<file path="src/rtl/lsu_pkg.sv">
// Shared definitions for the load/store unit: operation codes, FSM state type,
// access-size type and small decode helpers used by the FSM and the lane aligner.
package lsu_pkg;

  // Operation codes carried on req_op; 8..15 are illegal.
  localparam logic [3:0] OP_LB  = 4'd0;
  localparam logic [3:0] OP_LH  = 4'd1;
  localparam logic [3:0] OP_LW  = 4'd2;
  localparam logic [3:0] OP_LBU = 4'd3;
  localparam logic [3:0] OP_LHU = 4'd4;
  localparam logic [3:0] OP_SB  = 4'd5;
  localparam logic [3:0] OP_SH  = 4'd6;
  localparam logic [3:0] OP_SW  = 4'd7;

  typedef enum logic [1:0] {
    StIdle,
    StRead,
    StWrite,
    StDone
  } state_e;

  typedef enum logic [1:0] {
    SzByte,
    SzHalf,
    SzWord
  } size_e;

  function automatic logic is_load(logic [3:0] op);
    return op <= OP_LHU;
  endfunction

  function automatic logic is_store(logic [3:0] op);
    return (op >= OP_SB) && (op <= OP_SW);
  endfunction

  function automatic size_e access_size(logic [3:0] op);
    case (op)
      OP_LB, OP_LBU, OP_SB: return SzByte;
      OP_LH, OP_LHU, OP_SH: return SzHalf;
      default:              return SzWord;
    endcase
  endfunction

  // Byte accesses can never be misaligned.
  function automatic logic misaligned(logic [3:0] op, logic [1:0] byte_off);
    case (access_size(op))
      SzHalf:  return byte_off[0];
      SzWord:  return byte_off != 2'b00;
      default: return 1'b0;
    endcase
  endfunction

endpackage

</file>
<file path="src/rtl/lsu_if.sv">
// Request/response bus between the execute stage and the load/store unit.
//   master: drives req_valid/req_op/req_addr/req_wdata, observes busy and response.
//   slave:  the load/store unit side.
interface lsu_if;
  logic        req_valid;
  logic [3:0]  req_op;
  logic [31:0] req_addr;
  logic [31:0] req_wdata;
  logic        busy;
  logic        resp_valid;
  logic [31:0] resp_rdata;
  logic        resp_err;

  modport master (
    output req_valid, req_op, req_addr, req_wdata,
    input  busy, resp_valid, resp_rdata, resp_err
  );

  modport slave (
    input  req_valid, req_op, req_addr, req_wdata,
    output busy, resp_valid, resp_rdata, resp_err
  );
endinterface

</file>
<file path="src/rtl/lsu_align.sv">
// Combinational lane handling for the load/store unit.
//   op          operation code
//   byte_off    address bits [1:0]
//   word_in     word read from memory
//   store_data  store data (low byte/halfword used for SB/SH)
//   load_value  selected lane, sign- or zero-extended (LW passes the word)
//   merged_word word_in with the target lane replaced (SW passes store_data)
module lsu_align
  import lsu_pkg::*;
(
  input  logic [3:0]  op,
  input  logic [1:0]  byte_off,
  input  logic [31:0] word_in,
  input  logic [31:0] store_data,
  output logic [31:0] load_value,
  output logic [31:0] merged_word
);

  logic [4:0]  shamt;
  logic [15:0] lane;

  assign shamt = {byte_off, 3'b000};
  assign lane  = 16'(word_in >> shamt);

  always_comb begin
    load_value = word_in;
    case (op)
      OP_LB:   load_value = {{24{lane[7]}}, lane[7:0]};
      OP_LBU:  load_value = {24'h0, lane[7:0]};
      OP_LH:   load_value = {{16{lane[15]}}, lane[15:0]};
      OP_LHU:  load_value = {16'h0, lane[15:0]};
      default: load_value = word_in;
    endcase
  end

  always_comb begin
    merged_word = store_data;
    case (op)
      OP_SB: merged_word = (word_in & ~(32'h0000_00ff << shamt))
                         | ({24'h0, store_data[7:0]} << shamt);
      OP_SH: merged_word = (word_in & ~(32'h0000_ffff << shamt))
                         | ({16'h0, store_data[15:0]} << shamt);
      default: merged_word = store_data;
    endcase
  end

endmodule

</file>
<file path="src/rtl/load_store_unit.sv">
// Load/store unit: turns byte/halfword/word load and store requests into
// word-wide accesses on a 2**ADDR_W x 32 data memory with combinational read.
//   clk, rst   clock, synchronous active-high reset
//   bus        request/response interface (slave side)
//   mem_addr   word index (latched addr[ADDR_W+1:2]); meaningful in READ/WRITE
//   mem_we     one-cycle write strobe, suppressed while rst is high
//   mem_wdata  word to write
//   mem_rdata  read data for mem_addr
// Sub-word stores do read-modify-write: READ captures the merged word, WRITE
// stores it. Illegal or misaligned requests go straight to DONE with resp_err.
module load_store_unit
  import lsu_pkg::*;
#(
  parameter int unsigned ADDR_W = 5
) (
  input  logic              clk,
  input  logic              rst,
  lsu_if.slave              bus,
  output logic [ADDR_W-1:0] mem_addr,
  output logic              mem_we,
  output logic [31:0]       mem_wdata,
  input  logic [31:0]       mem_rdata
);

  state_e            state_q, state_d;
  logic [3:0]        op_q, op_d;
  logic [ADDR_W+1:0] addr_q, addr_d;
  logic [31:0]       wdata_q, wdata_d;
  logic [31:0]       rdata_q, rdata_d;
  logic              err_q, err_d;

  logic              req_err;
  logic [31:0]       load_value;
  logic [31:0]       merged_word;

  // Upper address bits wrap around the memory and are deliberately ignored.
  logic unused_addr_hi;
  assign unused_addr_hi = ^bus.req_addr[31:ADDR_W+2];

  assign req_err = !(is_load(bus.req_op) || is_store(bus.req_op))
                || misaligned(bus.req_op, bus.req_addr[1:0]);

  lsu_align u_align (
    .op          (op_q),
    .byte_off    (addr_q[1:0]),
    .word_in     (mem_rdata),
    .store_data  (wdata_q),
    .load_value  (load_value),
    .merged_word (merged_word)
  );

  always_comb begin
    state_d = state_q;
    op_d    = op_q;
    addr_d  = addr_q;
    wdata_d = wdata_q;
    rdata_d = rdata_q;
    err_d   = err_q;
    case (state_q)
      StIdle: begin
        if (bus.req_valid) begin
          op_d    = bus.req_op;
          addr_d  = bus.req_addr[ADDR_W+1:0];
          wdata_d = bus.req_wdata;
          rdata_d = '0;  // stores and errors respond with zero data
          err_d   = req_err;
          if (req_err) begin
            state_d = StDone;
          end else if (bus.req_op == OP_SW) begin
            state_d = StWrite;
          end else begin
            state_d = StRead;
          end
        end
      end
      StRead: begin
        if (is_load(op_q)) begin
          rdata_d = load_value;
          state_d = StDone;
        end else begin
          wdata_d = merged_word;
          state_d = StWrite;
        end
      end
      StWrite: state_d = StDone;
      StDone:  state_d = StIdle;
      default: state_d = StIdle;
    endcase
  end

  always_ff @(posedge clk) begin
    if (rst) begin
      state_q <= StIdle;
      op_q    <= '0;
      addr_q  <= '0;
      wdata_q <= '0;
      rdata_q <= '0;
      err_q   <= 1'b0;
    end else begin
      state_q <= state_d;
      op_q    <= op_d;
      addr_q  <= addr_d;
      wdata_q <= wdata_d;
      rdata_q <= rdata_d;
      err_q   <= err_d;
    end
  end

  assign bus.busy       = (state_q != StIdle);
  assign bus.resp_valid = (state_q == StDone);
  assign bus.resp_err   = (state_q == StDone) && err_q;
  assign bus.resp_rdata = rdata_q;

  assign mem_addr  = addr_q[ADDR_W+1:2];
  assign mem_we    = (state_q == StWrite) && !rst;
  assign mem_wdata = wdata_q;

endmodule

</file>
<file path="src/flat_wrapper.sv">
// flat-port wrapper written by rule: the top's interface ports become plain ports
module load_store_unit_flat import lsu_pkg::*;
#(
  parameter int unsigned ADDR_W = 5
)
  (clk, rst, mem_addr, mem_we, mem_wdata, mem_rdata, bus_req_valid, bus_req_op, bus_req_addr, bus_req_wdata, bus_busy, bus_resp_valid, bus_resp_rdata, bus_resp_err);
  lsu_if bus_i ();
  input  logic clk;
  input  logic rst;
  output logic [ADDR_W-1:0] mem_addr;
  output logic mem_we;
  output logic [31:0] mem_wdata;
  input  logic [31:0] mem_rdata;
  input wire logic [$bits(bus_i.req_valid)-1:0] bus_req_valid;
  input wire logic [$bits(bus_i.req_op)-1:0] bus_req_op;
  input wire logic [$bits(bus_i.req_addr)-1:0] bus_req_addr;
  input wire logic [$bits(bus_i.req_wdata)-1:0] bus_req_wdata;
  output wire logic [$bits(bus_i.busy)-1:0] bus_busy;
  output wire logic [$bits(bus_i.resp_valid)-1:0] bus_resp_valid;
  output wire logic [$bits(bus_i.resp_rdata)-1:0] bus_resp_rdata;
  output wire logic [$bits(bus_i.resp_err)-1:0] bus_resp_err;
  assign bus_i.req_valid = bus_req_valid;
  assign bus_i.req_op = bus_req_op;
  assign bus_i.req_addr = bus_req_addr;
  assign bus_i.req_wdata = bus_req_wdata;
  assign bus_busy = bus_i.busy;
  assign bus_resp_valid = bus_i.resp_valid;
  assign bus_resp_rdata = bus_i.resp_rdata;
  assign bus_resp_err = bus_i.resp_err;
  load_store_unit #(.ADDR_W(ADDR_W)) u_core (.clk(clk), .rst(rst), .bus(bus_i), .mem_addr(mem_addr), .mem_we(mem_we), .mem_wdata(mem_wdata), .mem_rdata(mem_rdata));
endmodule
</file>
<file path="config.mk">
export PLATFORM = sky130hd
export DESIGN_NAME = load_store_unit_flat
export DESIGN_NICKNAME = d
export VERILOG_FILES = /design/src/rtl/lsu_pkg.sv /design/src/rtl/lsu_if.sv /design/src/rtl/lsu_align.sv /design/src/rtl/load_store_unit.sv /design/src/flat_wrapper.sv
export SDC_FILE = /design/constraint.sdc
export NUM_CORES = 1
export LEC_CHECK = 0
export CAP_MARGIN = 10
export CORE_ASPECT_RATIO = 2
export CORE_MARGIN = 2
export CORE_UTILIZATION = 42
export CTS_CLUSTER_DIAMETER = 80
export CTS_CLUSTER_SIZE = 40
export DETAILED_ROUTE_END_ITERATION = 7
export GPL_ROUTABILITY_DRIVEN = 1
export GPL_TIMING_DRIVEN = 0
export PLACE_DENSITY = 0.88
export SLEW_MARGIN = 15
export SYNTH_ARGS = -nofsm -noshare
export SYNTH_HDL_FRONTEND = slang
export SYNTH_SLANG_ARGS = --single-unit
</file>
<file path="constraint.sdc">
create_clock -name clk -period 1.9 [get_ports clk]
set_input_delay 0.285 -clock clk [delete_from_list [all_inputs] [get_ports clk]]
set_output_delay 0.285 -clock clk [all_outputs]
set_load 0.03 [all_outputs]
</file>
==> results of run 1 <==
[final cells by class]
class                           instances  area (um^2)  share of cell area
Buffer                                 51        351.6             0.04569
Clock buffer                           11        232.7             0.03024
Clock inverter                          5        83.83             0.01089
Inverter                               32        128.9             0.01675
Multi-Input combinational cell        415         3516              0.4569
Sequential cell                        78         1568              0.2037
Tap cell                              145        181.4             0.02358
Timing Repair Buffer                  163         1633              0.2122
[cells by family after synthesis]
family | count (synthesis)
adder cells (fa/ha/maj) | 9
buffers and inverters | 85
multiplexers | 39
AND/OR/NAND/NOR | 143
flip-flops | 78
XOR/XNOR | 3
AO/OA/AOI/OAI | 221
[tightest hold or removal path, delay by kind of cell (launching register included)]
kind / cells / cell delay [ps]
AND/OR/NAND/NOR: 1 / 50
AO/OA/AOI/OAI: 1 / 50
flip-flops: 1 / 310
[path summary, 6_finish.rpt]
check / end / depth (start not counted) / slack, ps / from
min: u_core.addr_q[5] / 2 / 460 / u_core.addr_q[5]
max reg2reg: u_core.bus.resp_rdata[8] / 6 / -50 / u_core.addr_q[1]
min reg2reg: u_core.addr_q[5] / 2 / 460 / u_core.addr_q[5]
max: u_core.bus.resp_rdata[8] / 6 / -50 / u_core.addr_q[1]
[registers in the layout, indices dropped and copies added (netlist names)]
signal and flops:
u_core.mem_wdata 32, u_core.err_q 1, u_core.state_q 2, u_core.op_q 4
u_core.addr_q 7, u_core.bus.resp_rdata 32
[cell usage after synthesis (2+ instances only)]
master      n  area share
o32a_1      7       0.014
inv_1      30       0.022
nor2b_1    14       0.017
o32ai_1     8       0.014
o2bb2ai_1  26       0.045
dfxtp_1    78        0.31
and2_1      2      0.0025
a211oi_1   10       0.015
nor2_1     37       0.027
o21a_4      2      0.0059
mux2i_1    28       0.055
a22o_1     13       0.022
buf_1       4      0.0029
o21ai_2     2      0.0034
o21bai_1    8       0.012
nand3_1     8      0.0079
clkbuf_1   17       0.013
a211o_1    15       0.026
inv_2       2      0.0015
or4_1       8       0.012
nand2_1    46       0.034
buf_4      11       0.016
o21ai_0     8      0.0079
mux2_2     11       0.024
a311oi_1   32       0.055
nor3_1      3      0.0029
nand2b_1   10       0.012
ha_1        9       0.022
buf_6       5       0.011
o2bb2ai_2   9       0.027
a31oi_1     2      0.0025
a21oi_1    46       0.045
o31ai_1     2      0.0029
nor3_2      4      0.0079
nand4bb_1   2      0.0044
a221oi_1   16       0.028
o211ai_1    7       0.010
buf_2      14       0.014
[where the power goes]
group / switching [mW] / total [mW] / internal, mW
Clock: 0.740 / 1.89 / 1.15
Combinational: 3.39 / 5.73 / 2.33
Sequential: 0.449 / 2.54 / 2.09
[layer usage]
metal  wire (um)  global-route usage  vias up
met5           0                   0        -
met4        1963              0.2470        0
met3        1467             0.06045      122
met2       10580              0.5277      354
met1        7067              0.3211     2743
li1            -                   -     2556
[timing repair]
item / 4_1_cts / 5_1_grt
setup endpoints to repair: 80 / 62
resized for setup: 71 / 45
pin swaps: 5 / 12
setup buffers: 5 / 8
[stage by stage]
step,utilization,area (um^2),power [mW],std cells
floorplan,-,5089,5.585,578
global placement,0.5753,6771,7.345,873
detailed placement,0.5753,6771,7.422,873
CTS,0.6291,7406,9.684,892
global route,0.6537,7695,10.53,900
finish,0.6537,7695,10.16,900
==> impl_metrics.yaml, run 1 <==
timing:
  final.period_utilization: 1.029
  final-hold-violation-count: 0
  fin_skew_ps: 10.75
  timing_worst_slew_pin_value_ps: 717.9
  setup_viol: 3
  timing_max_transition_violations_final: 0
  slew-limit-headroom: 0.5213
  rsz0062_at_grt: "true"
  timing.fmax_mhz: 511.6
  min_period_ps: 1955
  fin_setup_tns_ps: -91.37
  timing.final.ws_setup_ps: -54.59
  hold_ws_ps: 456.0
floorplanning:
  io_pins: 176
  die_height_um: 159.7
  chipWidth_um: 81.83
  core_mm2: 0.01177
  initial_utilization: 0.4323
  std_cell_rows: 56
  die_area_mm2: 0.01307
synth:
  yosysSeqAreaShare: 0.3069
  synth_fp_nets: 690
  post_synth_and_or_nand_nor_area_fraction: 0.1475
  synthMuxAreaShare: 0.07942
  synth-adder-area-share: 0.02213
  yosysWarnings: 0
  syn_avg_cell_area_um2: 8.804
  synth_xor_area_frac: 0.006639
  ys.flop_type: "dfxtp_1"
  async_sr_flop_fraction: 0
  synth_compound_area_frac: 0.3538
  synth-edff-count: 0
  mappedNetlistArea_mm2: 0.005089
  postSynthRegisterBits: 78
  ys_types: 60
  combinational_family_with_the_most_area_after_synthesis: "compound AO/OA/AOI/OAI gates"
  synthesis.instances: 578
route:
  totalWireLength_um: 21080
  drcViolationCount: 0
  initialDrtViolationCount: 578
  dr_total_vias: 5775
  drt.antenna.violating_nets: 0
  wl_per_cell_um: 23.42
  detail_route.first_pass.iterations: 5
  viasPerCell: 6.417
worst_setup_path:
  required_ps: 2150
  crit_path_max_cell_delay_ps: 400
  worst_path_dominant_cell_family: "compound AO/OA/AOI/OAI gates"
  cpMaxStageDelayCell: "o2bb2ai_1"
  crit_type: "reg2reg"
  worst_setup_path_end_kind: "register"
  path_buf_inv: 2
  cp_max_fo: 10
  worst_setup_path_start_kind: "register"
  crit_path_cell_trace: "buf_6 -> buf_2 -> mux2i_1 -> o2bb2ai_1 -> a21oi_1 -> a211oi_2"
  worst-endpoint-arrival_ps: 2200
job:
  maxCapViolCount: 0
cts:
  numClockSinks: 78
  path_clk_slew_ps: 60
  clock_tree.htree_level_count: 3
  clk-insertion-delay-late_ps: 350
  tritoncts_clock_tree: "yes"
  cts-buffers-inserted: 9
  clk_path_buf_depth: 2
  ctsRootBufferMaster: "clkbuf_16"
  cts.hold.buffers_added: 0
finish:
  fillerInstances: 899
  fin_nets: 862
  layout-drive-gt1-share: 0.2079
  antenna-diode-count: 0
  mostFrequentLayoutCells: "144 x clkdlybuf4s50_1, 75 x dfxtp_1, 46 x nand2_1"
  relative_area_change_from_synthesis_to_final_layout_pct: 51.22
  layout_commonest_cell: "clkdlybuf4s50_1"
outcome:
  run_status: "finished, violations left"
  violations: "negative setup slack"
power:
  vdd.ir_drop.worst_v: 0.0007187
  power_density_mw_per_mm2: 1320
  leakagePower_nw: 2.716
global_route:
  global_route_wire_length_before_repair_um: 30500
  grt.overflow.total: 0
  antenna_found_initial: 0
  grt_start_max_net_pins: 14
  grt_pass1_vias: 5570
  grt.total_usage: 0.3124
placed_design:
  portBuffers: 150
  post-place-ws_ps: -807.7
  detailedPlacementHpwl_um: 15090
  final_replace_weighted_congestion: 1.006
hold_path:
  timing.hold.worst.class: "reg2reg"
No activity file was read; power rests on OpenSTA's default activity.
==> run 2: changes to the inputs <==
- HOLD_SLACK_MARGIN: not set -> 0.15
==> results of run 2 <==
Final layout, timing and power as in run 1 (identical DEF).
